### src/rtl/psum_writeback.sv
// psum_writeback: requantizes 32-bit psums to 8-bit lanes, packs four per word and writes them to the global buffer.
// Optional ReLU clamp on each lane when PSUM_WB_RELU_EN is defined.
module psum_writeback #(
  parameter int PSUM_BUS_BITWIDTH  = 32,
  parameter int DATA_BITWIDTH      = 8,
  parameter int N_CHUNKS           = PSUM_BUS_BITWIDTH / DATA_BITWIDTH,
  parameter int GBUF_ADDR_BITWIDTH = 10,
  parameter int CNT_BITWIDTH       = 12
) (
  input  logic                          i_clk,
  input  logic                          i_rst,
  input  logic                          i_start,
  input  logic [GBUF_ADDR_BITWIDTH-1:0] i_base_addr,
  input  logic [CNT_BITWIDTH-1:0]       i_num_psum,
  input  logic [4:0]                    i_shift,
  output logic                          o_busy,
  output logic                          o_done,
  input  logic [PSUM_BUS_BITWIDTH-1:0]  i_psum_data,
  input  logic                          i_psum_valid,
  output logic                          o_psum_ready,
  output logic                          o_gbuf_we,
  output logic [GBUF_ADDR_BITWIDTH-1:0] o_gbuf_addr,
  output logic [PSUM_BUS_BITWIDTH-1:0]  o_gbuf_wdata,
  input  logic                          i_gbuf_ready
);
  localparam logic [1:0] IDLE  = 2'd0;
  localparam logic [1:0] RUN   = 2'd1;
  localparam logic [1:0] DRAIN = 2'd2;
  localparam logic [1:0] DONE  = 2'd3;
  localparam int LW = N_CHUNKS > 1 ? $clog2(N_CHUNKS) : 1;
  localparam logic [LW-1:0] LAST_LANE = LW'(N_CHUNKS - 1);
  localparam logic signed [PSUM_BUS_BITWIDTH-1:0] SAT_MAX = PSUM_BUS_BITWIDTH'((1 << (DATA_BITWIDTH - 1)) - 1);
  localparam logic signed [PSUM_BUS_BITWIDTH-1:0] SAT_MIN = ~SAT_MAX;
  logic [1:0] state;
  logic [GBUF_ADDR_BITWIDTH-1:0] base_q, widx_q;
  logic [CNT_BITWIDTH-1:0] rem_q;
  logic [4:0] shift_q;
  logic [LW-1:0] lane_cnt;
  logic [PSUM_BUS_BITWIDTH-1:0] pack_q, next_pack;
  logic signed [PSUM_BUS_BITWIDTH-1:0] shifted;
  logic [DATA_BITWIDTH-1:0] lane;
  logic last, fills, accept, issue;
  assign shifted = $signed(i_psum_data) >>> shift_q;
`ifdef PSUM_WB_RELU_EN
  assign lane = shifted < 0 ? '0 : shifted > SAT_MAX ? SAT_MAX[DATA_BITWIDTH-1:0] : shifted[DATA_BITWIDTH-1:0];
`else
  assign lane = shifted > SAT_MAX ? SAT_MAX[DATA_BITWIDTH-1:0] :
                shifted < SAT_MIN ? SAT_MIN[DATA_BITWIDTH-1:0] : shifted[DATA_BITWIDTH-1:0];
`endif
  assign last = rem_q == CNT_BITWIDTH'(1);
  // The last psum also completes a word, so it must wait for a pending write too.
  assign fills = lane_cnt == LAST_LANE || last;
  assign o_psum_ready = state == RUN && !(o_gbuf_we && !i_gbuf_ready && fills);
  assign accept = i_psum_valid && o_psum_ready;
  assign issue = accept && fills;
  assign o_busy = state != IDLE;
  assign o_done = state == DONE;
  always_comb begin
    next_pack = pack_q;
    next_pack[int'(lane_cnt) * DATA_BITWIDTH +: DATA_BITWIDTH] = lane;
  end
  always_ff @(posedge i_clk) begin
    if (i_rst) begin
      state        <= IDLE;
      base_q       <= '0;
      widx_q       <= '0;
      rem_q        <= '0;
      shift_q      <= '0;
      lane_cnt     <= '0;
      pack_q       <= '0;
      o_gbuf_we    <= 1'b0;
      o_gbuf_addr  <= '0;
      o_gbuf_wdata <= '0;
    end else begin
      if (state == IDLE && i_start) begin
        state    <= i_num_psum == '0 ? DONE : RUN;
        base_q   <= i_base_addr;
        rem_q    <= i_num_psum;
        shift_q  <= i_shift;
        lane_cnt <= '0;
        widx_q   <= '0;
        pack_q   <= '0;
      end
      if (state == DRAIN && (!o_gbuf_we || i_gbuf_ready)) state <= DONE;
      if (state == DONE) state <= IDLE;
      if (accept) begin
        rem_q    <= rem_q - 1'b1;
        lane_cnt <= issue ? '0 : lane_cnt + 1'b1;
        pack_q   <= issue ? '0 : next_pack;
        if (last) state <= DRAIN;
      end
      if (issue) begin
        o_gbuf_wdata <= next_pack;
        o_gbuf_addr  <= base_q + widx_q;
        widx_q       <= widx_q + 1'b1;
      end
      o_gbuf_we <= issue || (o_gbuf_we && !i_gbuf_ready);
    end
  end
endmodule
### config.mk
export PLATFORM = sky130hd
export DESIGN_NAME = psum_writeback
export DESIGN_NICKNAME = d
export VERILOG_FILES = /design/src/rtl/psum_writeback.sv
export SDC_FILE = /design/constraint.sdc
export NUM_CORES = 1
export LEC_CHECK = 0
export CAP_MARGIN = 40
export CORE_UTILIZATION = 45
export CTS_CLUSTER_SIZE = 10
export DETAILED_ROUTE_END_ITERATION = 8
export GPL_TIMING_DRIVEN = 0
export PLACE_DENSITY = 0.77
export SETUP_SLACK_MARGIN = 0.1
export SLEW_MARGIN = 20
export SYNTH_ARGS = -nofsm -noshare
export SYNTH_HDL_FRONTEND = slang
export SYNTH_SLANG_ARGS = --single-unit
### constraint.sdc
create_clock -name i_clk -period 3.9 [get_ports i_clk]
set_clock_uncertainty 0.15 [all_clocks]
set_input_delay 0.975 -clock i_clk [delete_from_list [all_inputs] [get_ports i_clk]]
set_output_delay 0.975 -clock i_clk [all_outputs]
set_load 0.005 [all_outputs]
# Word-level counts from Yosys, hierarchy flattened
# Index checks and enable logic that the tools add are counted.
# totals
out_inout_bits,46
register_bits,116
inputBits,64
wordCells,62
# op_classes
eq_ne,5
reduce_logical,18
n_lt_le_gt_ge,2
add_sub_neg,5
n_shift,3
mux,19
# ops
cell,n
two-way mux 32 bit,3
negator 5 -> 33 bit,1
"variable shift 8 x 33 -> 32 bit, first input constant",1
variable part select 8 x 33 -> 32 bit,1
bitwise mux 32 bit,1
"greater-than comparator 32 x 8 -> 1 bit, second input constant",1
"< comparator 32 x 8 -> 1 bit, second input constant",1
>>> shifter 32 x 5 -> 32 bit,1
two-way mux 12 bit,2
two-way mux 10 bit,2
two-way mux 2 bit,9
two-way mux 8 bit,2
"== test 12 x 1 -> 1 bit, second input constant",1
logical NOT 12 bit,1
"subtractor 12 x 1 -> 12 bit, second input constant",1
"adder 10 x 1 -> 10 bit, second input constant",1
adder 10 bit,1
logical AND 1 bit,7
"== test 2 bit, second input constant",3
nonzero test 2 bit,3
logical NOT 1 bit,3
logical OR 1 bit,3
"adder 2 x 1 -> 2 bit, second input constant",1
"== test 2 x 1 -> 1 bit, second input constant",1
logical NOT 2 bit,1

# Longest topological paths before layout
# Gate-level depths: netlist of run 1.
# logic_depth
depth_word,9
ltp_mapped,14
ltp_nobuf,11

# Worst setup path after synthesis of run 1
# Ideal clock, no wire load.
# synth_timing
path_kind,in2reg
start,input i_psum_data[26]
end,register o_gbuf_wdata[13]
path_stages,10
required_ns,3.607
path_buffers,2
arrival_time_ns,2.981
setup_ns,0.143
setup_slack_ns,0.627
cell_sequence,mux2_2 -> mux4_2 -> a21oi_1 -> nand3_1 -> nor4bb_1 -> a311oi_1 -> buf_2 -> buf_2 -> nor3_1 -> a21oi_1
# synth_via
elab_chain_cells,6
word_cells_on_any_way,7
cone_classes,order compare (2); shift (2); mux (3)
# synth_lines
item,line,rtl
start: declaration,18,"input logic [PSUM_BUS_BITWIDTH-1:0] i_psum_data,"
>>> shifter 32 x 5 -> 32 bit (*),43,assign shifted = $signed(i_psum_data) >>> shift_q;
< comparator 32 x 8 -> 1 bit,48,shifted < SAT_MIN ? SAT_MIN[DATA_BITWIDTH-1:0] : shifted[DATA_BITWIDTH-1:0];
two-way mux 8 bit,48,
two-way mux 8 bit (*),47,assign lane = shifted > SAT_MAX ? SAT_MAX[DATA_BITWIDTH-1:0] :
variable part select 8 x 33 -> 32 bit (*),60,next_pack[int'(lane_cnt) * DATA_BITWIDTH +: DATA_BITWIDTH] = lane;
bitwise mux 32 bit (*),60,
end signal: assignment,93,o_gbuf_wdata <= next_pack;
end: declaration,23,"output logic [PSUM_BUS_BITWIDTH-1:0] o_gbuf_wdata,"
# Every way passes the cells marked *; elsewhere a longest branch is shown, timed or not.
# A chain may end at the register's enable or synchronous reset.

# Worst setup path in the final report of run 1
# layout_timing
start,input i_psum_data[20]
end,register o_gbuf_wdata[17]
# Same word-level chain as after synthesis.

==> impl_metrics.tcl, run 1 <==
set metrics [dict create \
    status "finished clean" \
    antenna-diode-count 0 \
    ir_drop_mv 0.4017 \
    routabilityCongestion 0.9640 \
    clockPowerShare_pct 45.2 \
    clock_latency_ns 0.42 \
    dp_cells 1345 \
    detail_route.wl_per_cell_um 18.78 \
    layout_common_cells "a21oi_1 (151), nand2_1 (137), dfxtp_1 (116)" \
    critPathCaptureType "register" \
    antenna_found_initial 0 \
    layout.cells.non_filler 1387 \
    cp.arrival_ns 3.96 \
    ys_types 76 \
    placed_area_mm2 0.009477 \
    final_common_cell "a21oi_1" \
    maxSlewViolCount 0 \
    intPower_mw 2.648 \
    async_reset_ff_share_pct 0 \
    viasPerCell 6.282 \
    fmax_mhz 262.4 \
    fin_crit_sh_pct 97.70 \
    synthCells 1009 \
    dieHeight_um 136.1 \
    p_leak_nw 3.722 \
    slowest_delay_ns 0.62 \
    finalInstanceArea_mm2 0.01034 \
    drtIter0Drc 896 \
    synth-edff-count 0 \
    crit_required_ns 4.05 \
    yosysSeqAreaShare_pct 28.70 \
    cp_top_family "buffers and inverters" \
    h-tree-depth 4 \
    grt_setup_unrepaired "yes" \
    ios 110 \
    final_nets 1232 \
    rows 48 \
    p_sw_mw 1.067 \
    die_w_um 136.1 \
    tightest_slew_ns 0.6360 \
    hp-class "reg -> reg" \
    fin_tns_setup_ns 0 \
    setup_viol_count_final 0 \
    drv_cap 0 \
    power.density_mw_per_mm2 359.2 \
    seqCellArea_mm2 0.002322 \
    switching_share_pct 28.73 \
    areaGrowthSynthToFinish_pct 27.82 \
    finalHoldViolCount 0 \
    synth.avg_cell_area_um2 8.019 \
    numClockSinks 116 \
    core_area_mm2 0.01742 \
    cts_made_buffers 17 \
    maxSlewHeadroom_pct 57.60 \
    cts_tree "yes" \
    hpwl_um 18600 \
    synth_ff_type "dfxtp_1" \
    track_usage_pct 28.64 \
    cp-start-kind "input port" \
    power_frac_comb_pct 21.5 \
    timing.rr.start "rem_q[3]$_SDFFE_PP0P_" \
    wirelength_um 26050 \
    drt_first_pass_iters 6 \
    multiInputGateArea_mm2 0.005458 \
    grt_pass1_vias 8128 \
    slowest_stage "mux4_2" \
    fp.dieArea_mm2 0.01852 \
    routed-via-count 8713 \
    ys_seq_elements 116 \
    grt_max_degree 17 \
    grt_remaining_overflow 0 \
    post-route-min-period_ns 3.810 \
    grt_pass1_wl_um 41610 \
    crit_top_cell "a21oi_1" \
    cts-root-buf "clkbuf_16" \
    clk_path_buf_depth 2 \
    ys_warn_count 0 \
    seq_power_share_pct 33.3 \
    clkTransAtPathRegs_ns 0.06 \
    crit_fanout 10 \
    path_buf_inv 3 \
    drc 0 \
    synth.net_count 1092 \
    startpoint "i_psum_data[20]" \
    path_cells "clkdlybuf4s50_1 -> mux4_2 -> nand2_1 -> a21oi_1 -> a21oi_1 -> nor4bb_4 -> a311oi_2 -> buf_2 -> buf_2 -> nor3_1 -> a21oi_1" \
    num-fill-cells 1567 \
    start_util_pct 46.46 \
    netlist_area_mm2 0.008092 \
    critPathKind "in -> reg" \
    drive_above_1_share_pct 13.17 \
    antenna_left 0 \
    hp-start "o_gbuf_addr[5]$_SDFFE_PP0P_" \
    port_buffers 109 \
]
==> cells by family (layout without fill, tap and decap cells) <==
| kind of cell | count (synthesis) | after routing | synth area share [%] |
|---|---|---|---|
| AND/OR/NAND/NOR | 416 | 416 | 24.54 |
| AO/OA/AOI/OAI | 289 | 289 | 21.82 |
| flip-flops | 116 | 116 | 28.70 |
| buffers and inverters | 91 | 244 | 5.335 |
| multiplexers | 73 | 73 | 16.04 |
| adder cells (fa/ha/maj) | 19 | 19 | 3.031 |
| XOR/XNOR | 5 | 5 | 0.5413 |
==> cell type report <==
class | count | share of cell area, %
buffer | 74 | 3.593
sequential | 116 | 22.45
clock buffer | 19 | 4.379
timing repair buffer | 121 | 11.72
tap | 225 | 2.722
inverter | 17 | 0.6170
multi-input combinational | 802 | 52.77
clock inverter | 13 | 1.742
==> flip-flops by register name, indices dropped and copies added, names as in the netlist <==
name          count
o_gbuf_wdata     32
rem_q            12
pack_q           32
o_gbuf_we         1
base_q           10
lane_cnt          2
widx_q           10
o_gbuf_addr      10
shift_q           5
state             2
==> per-layer routing <==
| layer | share of wire (%) | up-vias | GRT usage [%] | routed length [µm] |
|---|---|---|---|---|
| met5 | 0 | - | 0 | 0 |
| met4 | 3.0 | 0 | 11.85 | 777 |
| met3 | 10 | 67 | 6.264 | 2612 |
| met1 | 42 | 4125 | 39.09 | 11000 |
| met2 | 45 | 492 | 43.51 | 11660 |
| li1 | - | 4029 | - | - |
==> power by group through the flow <==
stage | clock [mW] | combinational, mW | sequential (mW)
2_1_floorplan | 0 | 0.482 | 1.26
3_3_place_gp | 0 | 0.727 | 1.26
3_5_place_dp | 0 | 0.729 | 1.26
4_1_cts | 1.69 | 0.745 | 1.24
5_1_grt | 1.74 | 0.856 | 1.24
6_report | 1.68 | 0.797 | 1.24
==> synth_stat cells, types with 5 or more instances <==
master      n  area [µm²]
a211oi_1   11       82.58
a21oi_1   152       760.7
a31oi_1    36       225.2
and3_1      8       50.05
buf_1       5       18.77
buf_2      22       110.1
clkbuf_1   38       142.6
dfxtp_1   116        2322
ha_1       18       225.2
inv_1      14       52.55
mux2_2      7       78.83
mux2i_1    25       250.2
mux4_1     12       315.3
mux4_2     29       653.1
nand2_1   137       514.2
nand2b_1    6       37.54
nand3_1    25       125.1
nand3b_1   37       277.8
nor2_1    112       420.4
nor2b_1    14       87.58
nor3_1     39       195.2
nor4_1      6       37.54
o211ai_1    7       52.55
o21a_1      5       37.54
o21ai_0    23       115.1
or2_2       5       31.28
or3_1       5       31.28
==> tightest hold or removal path, delay by kind of cell (launching register included) <==
family,cells,cell delay [ns]
and+or+nand+nor,1,0.05
AOI/OAI and AO/OA,1,0.05
DFF,1,0.31
==> per-stage QoR <==
stage / power, mW / setup WS [ns] / utilization (%) / hold slack [ns]
floorplan: 1.737 / 0.6268 / - / 0.2906
global placement: 1.988 / -0.8041 / 54.34 / 0.2947
detailed placement: 1.991 / -0.5488 / 54.41 / 0.2983
CTS: 3.669 / 0.1006 / 58.37 / 0.3076
global route: 3.834 / -0.01781 / 59.38 / 0.3243
finish: 3.715 / 0.08965 / 59.38 / 0.3037
==> worst paths after layout <==
path	endpoint	slack, ns	depth (start not counted)
min	o_gbuf_addr[5]$_SDFFE_PP0P_	0.30	2
min reg2reg	o_gbuf_addr[5]$_SDFFE_PP0P_	0.30	2
max	o_gbuf_wdata[17]$_SDFFE_PP0P_	0.09	11
max reg2reg	pack_q[27]$_SDFFE_PP0P_	0.38	10
==> timing repair <==
action                     in CTS  in global routing
setup endpoints to repair      53                 54
hold buffers                    0                  0
pin swaps                       3                  3
setup buffers                   4                  6
resized for setup               9                 38
Power figures use the tool's default switching activity.
==> inputs of run 2 (changes only) <==
- GPL_ROUTABILITY_DRIVEN: default -> 0
==> run 2 against run 1 <==
Effect of this change: worst setup slack lost 0.032 ns; utilization shrank 0.74 points; combinational power shrank 2.8%; power shrank 4.9%; largest power group unchanged.
==> impl_metrics.tcl, run 2 (same netlist as run 1, synthesis figures left out) <==
set metrics [dict create \
    finalHoldViolCount 0 \
    wirelength_um 25180 \
    grt_pass1_vias 7680 \
    status "finished clean" \
    crit_fanout 7 \
    cp.arrival_ns 4.04 \
    top_regs "o_gbuf_wdata x32, pack_q x32, rem_q x12" \
    grt_pass1_wl_um 39270 \
    cts_tree "yes" \
    maxSlewHeadroom_pct 57.34 \
    crit_required_ns 4.10 \
    post-place-ws_ns -0.4726 \
    post-route-min-period_ns 3.842 \
    gr-usage-met2_pct 41.77 \
    antenna_left 0 \
    antenna-diode-count 0 \
    layout.cells.non_filler 1380 \
    drtIter0Drc 1059 \
    clock_latency_ns 0.43 \
    core_area_mm2 0.01742 \
    tightest_slew_ns 0.6399 \
    fmax_mhz 260.3 \
    finalInstanceArea_mm2 0.01021 \
    grt.busiest_layer "met2" \
    intPower_mw 2.527 \
    grt_max_degree 17 \
    holdBufCountCts 0 \
    power_frac_comb_pct 21.9 \
    final_nets 1226 \
    grt_setup_unrepaired "no" \
    port_buffers 109 \
    grt_use_met1_pct 36.72 \
    clockPowerShare_pct 43.0 \
    detail_route.wl_per_cell_um 18.25 \
    hp-class "reg -> reg" \
    drive_above_1_share_pct 11.52 \
    cts-root-buf "clkbuf_16" \
    switching_share_pct 28.45 \
    path_buf_inv 2 \
    ir_drop_mv 0.3407 \
    fp.dieArea_mm2 0.01852 \
    cts_made_buffers 17 \
    setup_viol_count_final 0 \
    drc 0 \
    dp_cells 1345 \
    grt_use_met3_pct 6.078 \
    maxSlewViolCount 0 \
    final_common_cell "a21oi_1" \
    num-fill-cells 1536 \
    start_util_pct 46.46 \
    viasPerCell 6.224 \
    h-tree-depth 4 \
    fin_crit_sh_pct 98.51 \
    grt_remaining_overflow 0 \
    clk_path_buf_depth 2 \
    track_usage_pct 27.17 \
    clkTransAtPathRegs_ns 0.05 \
    critPathKind "in -> reg" \
    antenna_found_initial 0 \
    drv_cap 0 \
    drt_first_pass_iters 5 \
    die_w_um 136.1 \
    rows 48 \
    placed_area_mm2 0.009479 \
    routed-via-count 8589 \
    setup_ws_ns 0.05810 \
    fin_util_pct 58.64 \
    critPathCaptureType "register" \
    seq_power_share_pct 35.1 \
    hpwl_um 17860 \
    slowest_stage "clkdlybuf4s50_1" \
    dieHeight_um 136.1 \
    layout_common_cells "a21oi_1 (151), nand2_1 (137), dfxtp_1 (116)" \
    power.density_mw_per_mm2 345.8 \
    slowest_delay_ns 0.60 \
    p_sw_mw 1.005 \
    cp_top_family "compound AO/OA/AOI/OAI gates" \
    path_cells "clkdlybuf4s50_1 -> mux4_2 -> nor2_1 -> a211oi_1 -> nand4_1 -> o311ai_4 -> o2111ai_2 -> buf_4 -> a31oi_1" \
    areaGrowthSynthToFinish_pct 26.22 \
    numClockSinks 116 \
    cp-start-kind "input port" \
    ios 110 \
    power.total_mw 3.532 \
    p_leak_nw 3.665 \
]
## run 2: cell count changes in the layout (fill, tap and decap cells not counted), sizes merged
cell	before	now
clkbuf	59	68
buf	46	40
clkinv	10	4
bufinv	4	1
dlygate4sd2	1	0
dlymetal6s2s	14	15
inv	16	15
## run 2: power groups by stage
stage	Combinational (mW)	Clock, mW	Sequential, mW
final	0.775	1.52	1.24
after detailed placement	0.718	0	1.26
after CTS	0.729	1.52	1.24
after floorplan	0.482	0	1.26
after global placement	0.709	0	1.26
after global routing	0.824	1.58	1.24
## run 2: worst paths after layout
| check | from | to | slack [ns] | depth (start not counted) |
|---|---|---|---|---|
| min | o_gbuf_addr[5]$_SDFFE_PP0P_ | o_gbuf_addr[5]$_SDFFE_PP0P_ | 0.31 | 2 |
| min reg2reg | o_gbuf_addr[5]$_SDFFE_PP0P_ | o_gbuf_addr[5]$_SDFFE_PP0P_ | 0.31 | 2 |
| max reg2reg | shift_q[0]$_SDFFE_PP0P_ | pack_q[13]$_SDFFE_PP0P_ | 0.23 | 10 |
| max | i_psum_data[29] | pack_q[13]$_SDFFE_PP0P_ | 0.06 | 9 |
## run 2: repair_timing
item | CTS | global route
hold endpoints to repair | 0 | 0
pin swaps | 1 | 2
endpoints found under the setup margin | 42 | 56
setup buffers | 2 | 2
resized for setup | 3 | 35
## run 2: stage by stage
step	TNS (ns)	hold slack, ns
2_1_floorplan	0	0.2906
3_3_place_gp	-21.61	0.2942
3_5_place_dp	-21.06	0.2980
4_1_cts	0	0.3051
5_1_grt	0	0.3163
6_report	0	0.3058
## run 2: layout make-up
| type | instances | area, µm² | area share, % |
|---|---|---|---|
| multi-input combinational | 802 | 5421 | 53.08 |
| sequential | 116 | 2322 | 22.74 |
| timing repair buffer | 115 | 1174 | 11.49 |
| clock buffer | 28 | 536.8 | 5.255 |
| buffer | 74 | 374.1 | 3.663 |
| tap | 225 | 281.5 | 2.756 |
| inverter | 17 | 63.81 | 0.6248 |
| clock inverter | 3 | 40.04 | 0.3920 |
## run 2: worst register-to-register path, stage by stage (launching register included)
cell       delay, ns
dfxtp_1         0.49
buf_2           0.33
buf_2           0.35
mux2i_1         0.23
o221ai_1        0.23
nor4b_2         0.34
nand4_1         0.21
o311ai_4        0.51
o2111ai_2       0.34
buf_4           0.27
a31oi_1         0.16
## run 2: per-layer routing
metal / wire length, µm / share of wire (%)
met5: 0 / 0
met4: 607 / 2.4
met2: 11520 / 46
met1: 10570 / 42
met3: 2485 / 9.9
